$ cat config.mk
export PLATFORM = sky130hd
export DESIGN_NAME = hazard_unit
export DESIGN_NICKNAME = d
export VERILOG_FILES = /design/src/rtl/hazard_unit_pkg.sv /design/src/rtl/hazard_unit_mc_busy_counter.sv /design/src/rtl/hazard_unit.sv
export SDC_FILE = /design/constraint.sdc
export NUM_CORES = 1
export LEC_CHECK = 0
export ABC_AREA = 0
export BUFFER_PORTS_ARGS = -buffer_cell sky130_fd_sc_hd__buf_2
export CAP_MARGIN = 20
export CORE_AREA = 3 3 115 117
export DETAILED_ROUTE_END_ITERATION = 7
export DIE_AREA = 0 0 118 120
export GPL_TIMING_DRIVEN = 0
export PLACE_DENSITY_LB_ADDON = 0.1
export SYNTH_ARGS = -nofsm -noshare
export SYNTH_HDL_FRONTEND = slang
export SYNTH_SLANG_ARGS = --single-unit
$ cat constraint.sdc
create_clock -name clk -period 3.9 [get_ports clk]
set_input_delay 0.585 -clock clk [delete_from_list [all_inputs] [get_ports clk]]
set_output_delay 0.585 -clock clk [all_outputs]
set_load 0.01 [all_outputs]
$ cat src/rtl/hazard_unit_pkg.sv
// Shared decode constants, enums and register-field helpers for the hazard unit.
package hazard_unit_pkg;

    localparam logic [6:0] OPC_OP     = 7'b0110011;
    localparam logic [6:0] OPC_OP_IMM = 7'b0010011;
    localparam logic [6:0] OPC_LUI    = 7'b0110111;
    localparam logic [6:0] OPC_AUIPC  = 7'b0010111;
    localparam logic [6:0] OPC_JAL    = 7'b1101111;
    localparam logic [6:0] OPC_JALR   = 7'b1100111;
    localparam logic [6:0] OPC_LOAD   = 7'b0000011;
    localparam logic [6:0] OPC_STORE  = 7'b0100011;
    localparam logic [6:0] OPC_BRANCH = 7'b1100011;
    localparam logic [6:0] F7_MULDIV  = 7'b0000001;

    typedef enum logic [1:0] {
        FWD_NONE  = 2'd0,
        FWD_EXMEM = 2'd1,
        FWD_MEMWB = 2'd2
    } fwd_sel_e;

    typedef enum logic {
        RUN     = 1'b0,
        MC_BUSY = 1'b1
    } hz_state_e;

    function automatic logic [4:0] rd_of(input logic [31:0] ir);
        return ir[11:7];
    endfunction

    function automatic logic [4:0] rs1_of(input logic [31:0] ir);
        return ir[19:15];
    endfunction

    function automatic logic [4:0] rs2_of(input logic [31:0] ir);
        return ir[24:20];
    endfunction

    function automatic logic writes_rd(input logic [31:0] ir);
        return ir[6:0] inside {OPC_OP, OPC_OP_IMM, OPC_LUI, OPC_AUIPC,
                               OPC_JAL, OPC_JALR, OPC_LOAD};
    endfunction

    function automatic logic reads_rs1(input logic [31:0] ir);
        return ir[6:0] inside {OPC_OP, OPC_OP_IMM, OPC_LOAD, OPC_STORE,
                               OPC_BRANCH, OPC_JALR};
    endfunction

    function automatic logic reads_rs2(input logic [31:0] ir);
        return ir[6:0] inside {OPC_OP, OPC_STORE, OPC_BRANCH};
    endfunction

    function automatic logic is_load(input logic [31:0] ir);
        return ir[6:0] == OPC_LOAD;
    endfunction

    function automatic logic is_muldiv(input logic [31:0] ir);
        return (ir[6:0] == OPC_OP) && (ir[31:25] == F7_MULDIV);
    endfunction

endpackage

$ cat src/rtl/hazard_unit_mc_busy_counter.sv
// Tracks EX occupancy of a multi-cycle MUL/DIV op and raises mc_stall while it lasts.
module mc_busy_counter
    import hazard_unit_pkg::*;
#(
    parameter int unsigned MC_LAT = 4
) (
    input  logic clk_i,
    input  logic rst_ni,
    input  logic flush_i,
    input  logic start_i,
    output logic mc_stall_o
);

    localparam int unsigned CW       = $clog2(MC_LAT) + 1;
    localparam bit          MC_EN    = (MC_LAT > 1);
    localparam int unsigned CNT_INIT = (MC_LAT > 1) ? (MC_LAT - 2) : 0;

    hz_state_e      state_q, state_d;
    logic [CW-1:0]  cnt_q, cnt_d;

    // The entry cycle in RUN is itself the first stalled cycle, hence MC_LAT-2.
    always_comb begin
        state_d    = state_q;
        cnt_d      = cnt_q;
        mc_stall_o = 1'b0;
        if (flush_i) begin
            state_d = RUN;
            cnt_d   = '0;
        end else begin
            case (state_q)
                RUN: begin
                    if (start_i && MC_EN) begin
                        mc_stall_o = 1'b1;
                        state_d    = MC_BUSY;
                        cnt_d      = CW'(CNT_INIT);
                    end
                end
                MC_BUSY: begin
                    if (cnt_q != '0) begin
                        mc_stall_o = 1'b1;
                        cnt_d      = cnt_q - 1'b1;
                    end else begin
                        state_d = RUN;
                    end
                end
                default: state_d = RUN;
            endcase
        end
    end

    always_ff @(posedge clk_i or negedge rst_ni) begin
        if (!rst_ni) begin
            state_q <= RUN;
            cnt_q   <= '0;
        end else begin
            state_q <= state_d;
            cnt_q   <= cnt_d;
        end
    end

endmodule

$ cat src/rtl/hazard_unit.sv
// RAW hazard resolution for the 5-stage pipeline: operand bypass selection,
// load-use bubbles and multi-cycle MUL/DIV front-end stalls.
module hazard_unit
    import hazard_unit_pkg::*;
#(
    parameter int unsigned XLEN   = 32,
    parameter int unsigned MC_LAT = 4
) (
    input  logic            clk,
    input  logic            rst_n,
    input  logic            flush,
    input  logic [31:0]     if_id_ir,
    input  logic [31:0]     id_ex_ir,
    input  logic [31:0]     ex_mem_ir,
    input  logic [31:0]     mem_wb_ir,
    input  logic [XLEN-1:0] ex_mem_result,
    input  logic [XLEN-1:0] mem_wb_result,
    output logic [1:0]      fwd_sel_1,
    output logic [1:0]      fwd_sel_2,
    output logic [XLEN-1:0] fwd_1,
    output logic [XLEN-1:0] fwd_2,
    output logic            fwd_en,
    output logic            stall_if,
    output logic            stall_id,
    output logic            stall_ex,
    output logic            bubble_ex,
    output logic            bubble_mem,
    output logic [31:0]     stall_cycles
);

    fwd_sel_e    sel1, sel2;
    logic        ex_fwd_ok, wb_fwd_ok;
    logic [4:0]  ex_rd, wb_rd, ld_rd;
    logic        load_use, mc_stall, stall_front;
    logic [31:0] stall_cycles_q, stall_cycles_d;
    logic        unused_ir_bits;

    assign unused_ir_bits = ^{if_id_ir, id_ex_ir, ex_mem_ir, mem_wb_ir};

    assign ex_rd = rd_of(ex_mem_ir);
    assign wb_rd = rd_of(mem_wb_ir);
    assign ld_rd = rd_of(id_ex_ir);

    // Load data is not yet available in EX/MEM; only MEM/WB may bypass it.
    assign ex_fwd_ok = writes_rd(ex_mem_ir) && (ex_rd != '0) && !is_load(ex_mem_ir);
    assign wb_fwd_ok = writes_rd(mem_wb_ir) && (wb_rd != '0);

    always_comb begin
        sel1 = FWD_NONE;
        if (ex_fwd_ok && (ex_rd == rs1_of(id_ex_ir)))      sel1 = FWD_EXMEM;
        else if (wb_fwd_ok && (wb_rd == rs1_of(id_ex_ir))) sel1 = FWD_MEMWB;

        sel2 = FWD_NONE;
        if (ex_fwd_ok && (ex_rd == rs2_of(id_ex_ir)))      sel2 = FWD_EXMEM;
        else if (wb_fwd_ok && (wb_rd == rs2_of(id_ex_ir))) sel2 = FWD_MEMWB;
    end

    always_comb begin
        fwd_1 = '0;
        fwd_2 = '0;
        case (sel1)
            FWD_EXMEM: fwd_1 = ex_mem_result;
            FWD_MEMWB: fwd_1 = mem_wb_result;
            default:   fwd_1 = '0;
        endcase
        case (sel2)
            FWD_EXMEM: fwd_2 = ex_mem_result;
            FWD_MEMWB: fwd_2 = mem_wb_result;
            default:   fwd_2 = '0;
        endcase
    end

    assign fwd_sel_1 = sel1;
    assign fwd_sel_2 = sel2;
    assign fwd_en    = (sel1 != FWD_NONE) || (sel2 != FWD_NONE);

    assign load_use = is_load(id_ex_ir) && (ld_rd != '0) &&
                      ((reads_rs1(if_id_ir) && (ld_rd == rs1_of(if_id_ir))) ||
                       (reads_rs2(if_id_ir) && (ld_rd == rs2_of(if_id_ir))));

    mc_busy_counter #(
        .MC_LAT (MC_LAT)
    ) u_mc (
        .clk_i      (clk),
        .rst_ni     (rst_n),
        .flush_i    (flush),
        .start_i    (is_muldiv(id_ex_ir)),
        .mc_stall_o (mc_stall)
    );

    // A flush kills IF/ID and ID/EX, so any pending hazard is moot that cycle.
    assign stall_front = !flush && (mc_stall || load_use);
    assign stall_if    = stall_front;
    assign stall_id    = stall_front;
    assign stall_ex    = !flush && mc_stall;
    assign bubble_mem  = !flush && mc_stall;
    assign bubble_ex   = !flush && load_use && !mc_stall;

    assign stall_cycles_d = (stall_if && (stall_cycles_q != '1)) ? stall_cycles_q + 32'd1
                                                                 : stall_cycles_q;

    always_ff @(posedge clk or negedge rst_n) begin
        if (!rst_n) stall_cycles_q <= '0;
        else        stall_cycles_q <= stall_cycles_d;
    end

    assign stall_cycles = stall_cycles_q;

endmodule
After elaboration in Yosys (flattened, before gate mapping)
Cells that the tools add are included.

Bits in registers: 36. Bits of input ports: 195. Word-level logic and storage cells: 90.

$add $sub $neg: 2. Equality and inequality tests: 36. Muxes and demuxes: 14. Bitwise operators: 1. Reduce and logical (&&, ||, !) cells: 34.

Operators by type and width (count): $pmux W32 S2 (2); $eq A7 B6 Y1 const B (7); $eq A7 B7 Y1 const B (6); $eq A7 B5 Y1 const B (5); $add A32 B1 Y32 const B (1); $ne A32 B32 Y1 const B (1); $eq A5 B5 Y1 (6); $eq A7 B2 Y1 const B (4); $logic_and A1 B1 Y1 (17); $reduce_bool A5 Y1 (3); $reduce_bool A7 Y1 (2); $mux W3 (3); $mux W2 (4); $eq A7 B1 Y1 const B (1); $pmux W3 S2 (1); $reduce_bool A3 Y1 (2); $reduce_bool A6 Y1 (1); $eq A2 B1 Y1 const B (2); $eq A2 B2 Y1 const B (2); $reduce_bool A2 Y1 (2); $logic_not A1 Y1 (3); $logic_or A1 B1 Y1 (3); $mux W1 (3); $ne A3 B2 Y1 const B (1); other kinds (5) (5).

Depth between registers and ports, before layout
Depth after elaboration: 8. Gate-level depth with buffers: 10. Depth with buffers taken out: 9.

Cells and area by module
Synthesis repeated with hierarchy kept, for this count alone.

Cell total of the unflattened synthesis: 408. Area total of the unflattened synthesis: 3170.5 µm².

By module, submodules not included: hazard_unit (instances 1, cells each 385, area each 2954.1 µm²); mc_busy_counter (instances 1, cells each 23, area each 216.5 µm²).

Least setup slack after synthesis
OpenSTA, ideal clock, no wires.

Kind: input to output. Start: input ex_mem_ir[8]. End: output fwd_1[11]. Data arrival time: 2.285 ns. Path slack: 1.030 ns. Stages on the path: 8. Buffers on the path: 2. Cell sequence: or4_1 -> o211ai_1 -> a21oi_1 -> and4_1 -> clkbuf_1 -> nor2b_1 -> buf_2 -> a22o_1.

Word-level cells in the longest chain between the ends: 7. Elaborated cells on any way between the ends: 9. Classes of those cells: 3 x eq/ne; 2 x mux; 4 x reduce/logical.

Ends and longest elaborated chain: start, declared (line hazard_unit.sv:14) `input logic [31:0] ex_mem_ir,`; $reduce_bool A5 Y1 (line hazard_unit.sv:45) `assign ex_fwd_ok = writes_rd(ex_mem_ir) && (ex_rd != '0) && !is_load(ex_mem_ir);`; $logic_and A1 B1 Y1 (2 in series) (line hazard_unit.sv:45); $logic_and A1 B1 Y1 * (line hazard_unit.sv:50) `if (ex_fwd_ok && (ex_rd == rs1_of(id_ex_ir))) sel1 = FWD_EXMEM;`; $mux W2 * (line hazard_unit.sv:50); net fwd_sel_1[1] (line hazard_unit.sv:18) `output logic [1:0] fwd_sel_1,`; $eq A2 B2 Y1 / $eq A2 B1 Y1 (equally long branches) (line hazard_unit.sv:61) `case (sel1)`; $pmux W32 S2 * (line hazard_unit.sv:61); end, declared (line hazard_unit.sv:20) `output logic [XLEN-1:0] fwd_1,`.

Mark *: on every way through the listed nets, which the timed path passes. The rest lies on a longest branch.

Worst setup path in the final report
Start: input mem_wb_ir[5]. End: output fwd_1[4].

Word-level cells in the longest chain between the ends: 8. Elaborated cells on any way between the ends: 15. Classes of those cells: 9 x eq/ne; 3 x mux; 3 x reduce/logical.

Ends and longest elaborated chain: start, declared (line hazard_unit.sv:15) `input logic [31:0] mem_wb_ir,`; $eq A7 B6 Y1, or another cell as far along (line hazard_unit_pkg.sv:39) `return ir[6:0] inside {OPC_OP, OPC_OP_IMM, OPC_LUI, OPC_AUIPC,`; $reduce_bool A7 Y1 * (line hazard_unit_pkg.sv:39); $logic_and A1 B1 Y1 * (line hazard_unit.sv:46) `assign wb_fwd_ok = writes_rd(mem_wb_ir) && (wb_rd != '0);`; $logic_and A1 B1 Y1 * (line hazard_unit.sv:51) `else if (wb_fwd_ok && (wb_rd == rs1_of(id_ex_ir))) sel1 = FWD_MEMWB;`; $mux W2 * (line hazard_unit.sv:51); $mux W2 * (line hazard_unit.sv:50); $eq A2 B2 Y1 / $eq A2 B1 Y1 (equally long branches) (line hazard_unit.sv:61); $pmux W32 S2 * (line hazard_unit.sv:61).

Mark *: on every way between the ends. The rest lies on a longest branch, timed or not.

==> PnR_summary.wiki <==
{| class="wikitable"
! Metric !! Value
|-
| Synth top area cells || dfrtp_1 (27%), a22o_1 (11%), xnor2_1 (9.8%)
|-
| Element type at the critical path start || primary input
|-
| Post-Syn Nets || 600
|-
| Synthesis warning total || 0
|-
| Effective utilization at floorplan || about a quarter
|-
| Worst rel slew slack || 42.40%
|-
| Die Y || 120 um
|-
| Signed area change from the synthesized netlist to the final layout || 47.91%
|-
| Crit path arrival time || 3120 ps
|-
| Maximum clock rate || 0.2697 GHz
|-
| Width of the die || roughly 120 um
|-
| Clock transition at the registers of the reported paths || about 60 ps
|-
| Estimated wirelength of the detail-placed design || 13.59 mm
|-
| Number of distinct library cells after synthesis || 47
|-
| Vias per cell || 5.086
|-
| RSZ-0062 raised after global routing || no
|-
| Crit path buffers/inverters || 3
|-
| Post-synthesis cell area || 3322 sq um
|-
| Via count || 4211
|-
| Cells traversed along the worst timing path || buf_2 -> o21ba_1 -> o31ai_1 -> o2111ai_1 -> nor4_1 -> nor2b_1 -> buf_2 -> a22o_1 -> buf_2
|-
| I/O pin total || about 300
|-
| Pwr per Cell Area || between 150 and 200 nW/um^2
|-
| Peak VDD IR || between 0.1 and 0.15 mV
|-
| Reg2reg start || u_mc.state_q$_DFF_PN0_
|-
| TNS Setup || 0 ps
|-
| Basic-gate share of the synthesized area counting and, or, nand and nor cells || 25.50%
|-
| Portion of the clock cycle consumed by the worst path in the final layout || between 90% and 100%
|-
| Number of instances in the synthesized netlist || between 400 and 500
|-
| Number of antenna violations at the first check in global routing || 19
|-
| Hold violation total from the final report || 0
|-
| Share of cells above drive strength 1 || 40.95%
|-
| Final slew viol count || 0
|-
| 1st-pass router iterations || 4
|-
| Number of buffers inserted during clock tree synthesis || 5
|-
| Number of global-route vias before repair || 4155
|-
| Library cell occupying the most area in the post-synthesis netlist || dfrtp_1
|-
| Deepest clock path buffer count || 2
|-
| Time the worst path needs with I/O delays and setup || 3708 ps
|-
| Global-route wire length before repair || 24.40 mm
|-
| Leakage power summed over all cells || 2.471 nW
|-
| Overall global routing resource usage || 22.16%
|-
| Later-pin clock latency in the skew report || 280 ps
|-
| Slack of the critical path || 191.8 ps
|-
| Leading cell type in the layout, fill and taps excluded || buf_2
|-
| Proportion of synthesized flip-flops having asynchronous set or reset || 100.0%
|-
| Top cell type's share of synthesized area || 27.12%
|-
| CP max stage cell || nor4_1
|-
| Standard-cell row count || 41
|-
| Seq/Total Area, Yosys || 27.12%
|-
| Antenna viol nets, final || 0
|-
| Die Footprint || roughly 14000 sq um
|-
| Fraction of synthesized area in multiplexers || 2.335%
|-
| Clock tree sinks || 36
|-
| Class of the tightest hold or removal check || primary input to asynchronous set/reset pin
|-
| Category of the worst setup path capture point || output pin
|-
| Maximum capacitance violations || 0
|-
| Post-Route Hold Slack || 420.0 ps
|-
| Count of flip-flops with a built-in enable after synthesis || 0
|-
| Share of the synthesized area in compound gates (AO/OA/AOI/OAI) || 24.93%
|-
| Gpl congestion || 0.8657
|-
| Detailed Route WL || 15.98 mm
|-
| Count of final setup violators || 0
|-
| Combinational family with the most area after synthesis || simple AND/OR/NAND/NOR gates
|-
| H-tree levels || 2
|-
| Remaining DRCs || 0
|-
| Number of non-filler instances in the completed layout || 828
|-
| Required time reported for the critical path endpoint || around 3300 ps
|-
| Top library cells by usage in the layout, fill and taps aside || buf_2 (248), nand2_1 (67), a22o_1 (40), xnor2_1 (37), dfrtp_1 (36)
|-
| DRT iter0 DRCs || 182
|-
| Layout Skew || between 2 and 3 ps
|-
| Top Family by Delay on Critical Path || compound AO/OA/AOI/OAI gates
|-
| Peak fanout along the critical path || 10
|-
| Root Driver || clkbuf_16
|-
| Worst setup path startpoint || mem_wb_ir[5]
|-
| Number of fill cells in the layout || approximately 1300
|-
| Post-synth top flop || dfrtp_1
|-
| Xor and xnor area share after synthesis || 13.97%
|-
| Critical path's most frequent cell || buf_2
|-
| Dpl ws || 100.6 ps
|-
| Adder and majority gate portion of the synthesized area || under 10%
|-
| Finished Core Util || between 30 and 40%
|-
| Largest net degree at the start of global routing || 37
|-
| Avg WL per Cell || 19.29 um
|-
| Setup Fix Bufs, Post-CTS || 0
|-
| Crit-path max cell delay || 500 ps
|-
| Post-synthesis sequential element count || 36
|-
| Category of the critical setup timing path || primary input to output pin
|-
| Run status || finished clean
|-
| Average cell area after synthesis || ~8.3 sq um
|-
| GRT Residual Overflow || 0
|-
| Cell count after placement || 816
|-
| TritonCTS clock tree || yes
|-
| Net count reported at finish || 849
|-
| Pin slew with the least headroom to its limit || 864.0 ps
|-
| Floorplan core area || ~12000 sq um
|-
| IO buf count || 242
|}
## path summary, 6_finish.rpt
check / endpoint / slack [ps] / cells past startpoint
max reg2reg: stall_cycles[1]$_DFFE_PN0P_ / 1510 / 7
max: fwd_1[4] / 190 / 9
min in group clk: stall_cycles[9]$_DFFE_PN0P_ / 490 / 1
min: stall_cycles[16]$_DFFE_PN0P_ / 420 / 1
min reg2reg: stall_cycles[9]$_DFFE_PN0P_ / 490 / 1
max in group asynchronous: stall_cycles[1]$_DFFE_PN0P_ / 2930 / 1
## routing by layer
layer / global-route usage (%) / part of all wire (%) / vias to the layer above
li1: - / - / 2006
met1: 25.32 / 38 / 1918
met2: 35.43 / 44 / 207
met4: 4.249 / 1.8 / 30
met3: 14.00 / 14 / 50
met5: 0 / 1.2 / -
## synthesized netlist by cell type, drive strengths merged (2+ instances only)
| master | n |
|---|---|
| a211oi | 3 |
| a21oi | 6 |
| a22o | 40 |
| a31oi | 3 |
| and2 | 3 |
| and3 | 14 |
| and4 | 8 |
| buf | 12 |
| clkbuf | 13 |
| dfrtp | 36 |
| ha | 3 |
| inv | 7 |
| mux2 | 6 |
| nand2 | 68 |
| nand2b | 3 |
| nand3 | 7 |
| nand3b | 2 |
| nand4 | 10 |
| nand4b | 3 |
| nor2 | 10 |
| nor2b | 4 |
| nor3 | 7 |
| nor4 | 6 |
| o2111ai | 14 |
| o211ai | 11 |
| o21ai | 31 |
| or4 | 9 |
| xnor2 | 37 |
| xor2 | 16 |
## sequential cells by signal, summed over array words and instances, names as in the netlist
name          cells
u_mc.cnt_q        3
stall_cycles     32
u_mc.state_q      1
## power breakdown
group          internal (W)  switching [W]
combinational     0.0000794      0.0000778
sequential         0.000376     0.00000344
clock              0.000255       0.000149
## logic make-up (layout without fill, tap and decap cells)
logic type | after synthesis | after routing
AO/OA/AOI/OAI | 113 | 113
XOR/XNOR | 53 | 53
adder cells (fa/ha/maj) | 3 | 3
buffers and inverters | 33 | 283
flip-flops | 36 | 36
multiplexers | 7 | 7
other | 0 | 4
AND/OR/NAND/NOR | 157 | 157
## stage by stage
step	area, sq um	total power [W]
finish	4913	0.0009406
global route	4913	0.0009809
CTS	4895	0.0009483
detailed placement	4748	0.0005432
global placement	4748	0.0005385
floorplan	3322	0.0004306
## final cells by class
type | count | area [sq um] | share of cell area [%]
diodes | 4 | 10.01 | 0.2037
plain buffers | 25 | 131.4 | 2.674
clock buffers | 8 | 146.4 | 2.979
inverters | 8 | 35.03 | 0.7130
multi-input cells | 333 | 2263 | 46.07
flip-flops and latches | 36 | 900.9 | 18.33
well taps | 172 | 215.2 | 4.380
repair buffers | 242 | 1211 | 24.65
## repair_timing
item                                   in CTS  in global routing
endpoints found under the hold margin       0                  0
setup endpoints to repair                   0                 19
hold buffers                                0                  0
gates resized for setup                     0                  1
Note: power is estimated with default switching activity, not from simulation.
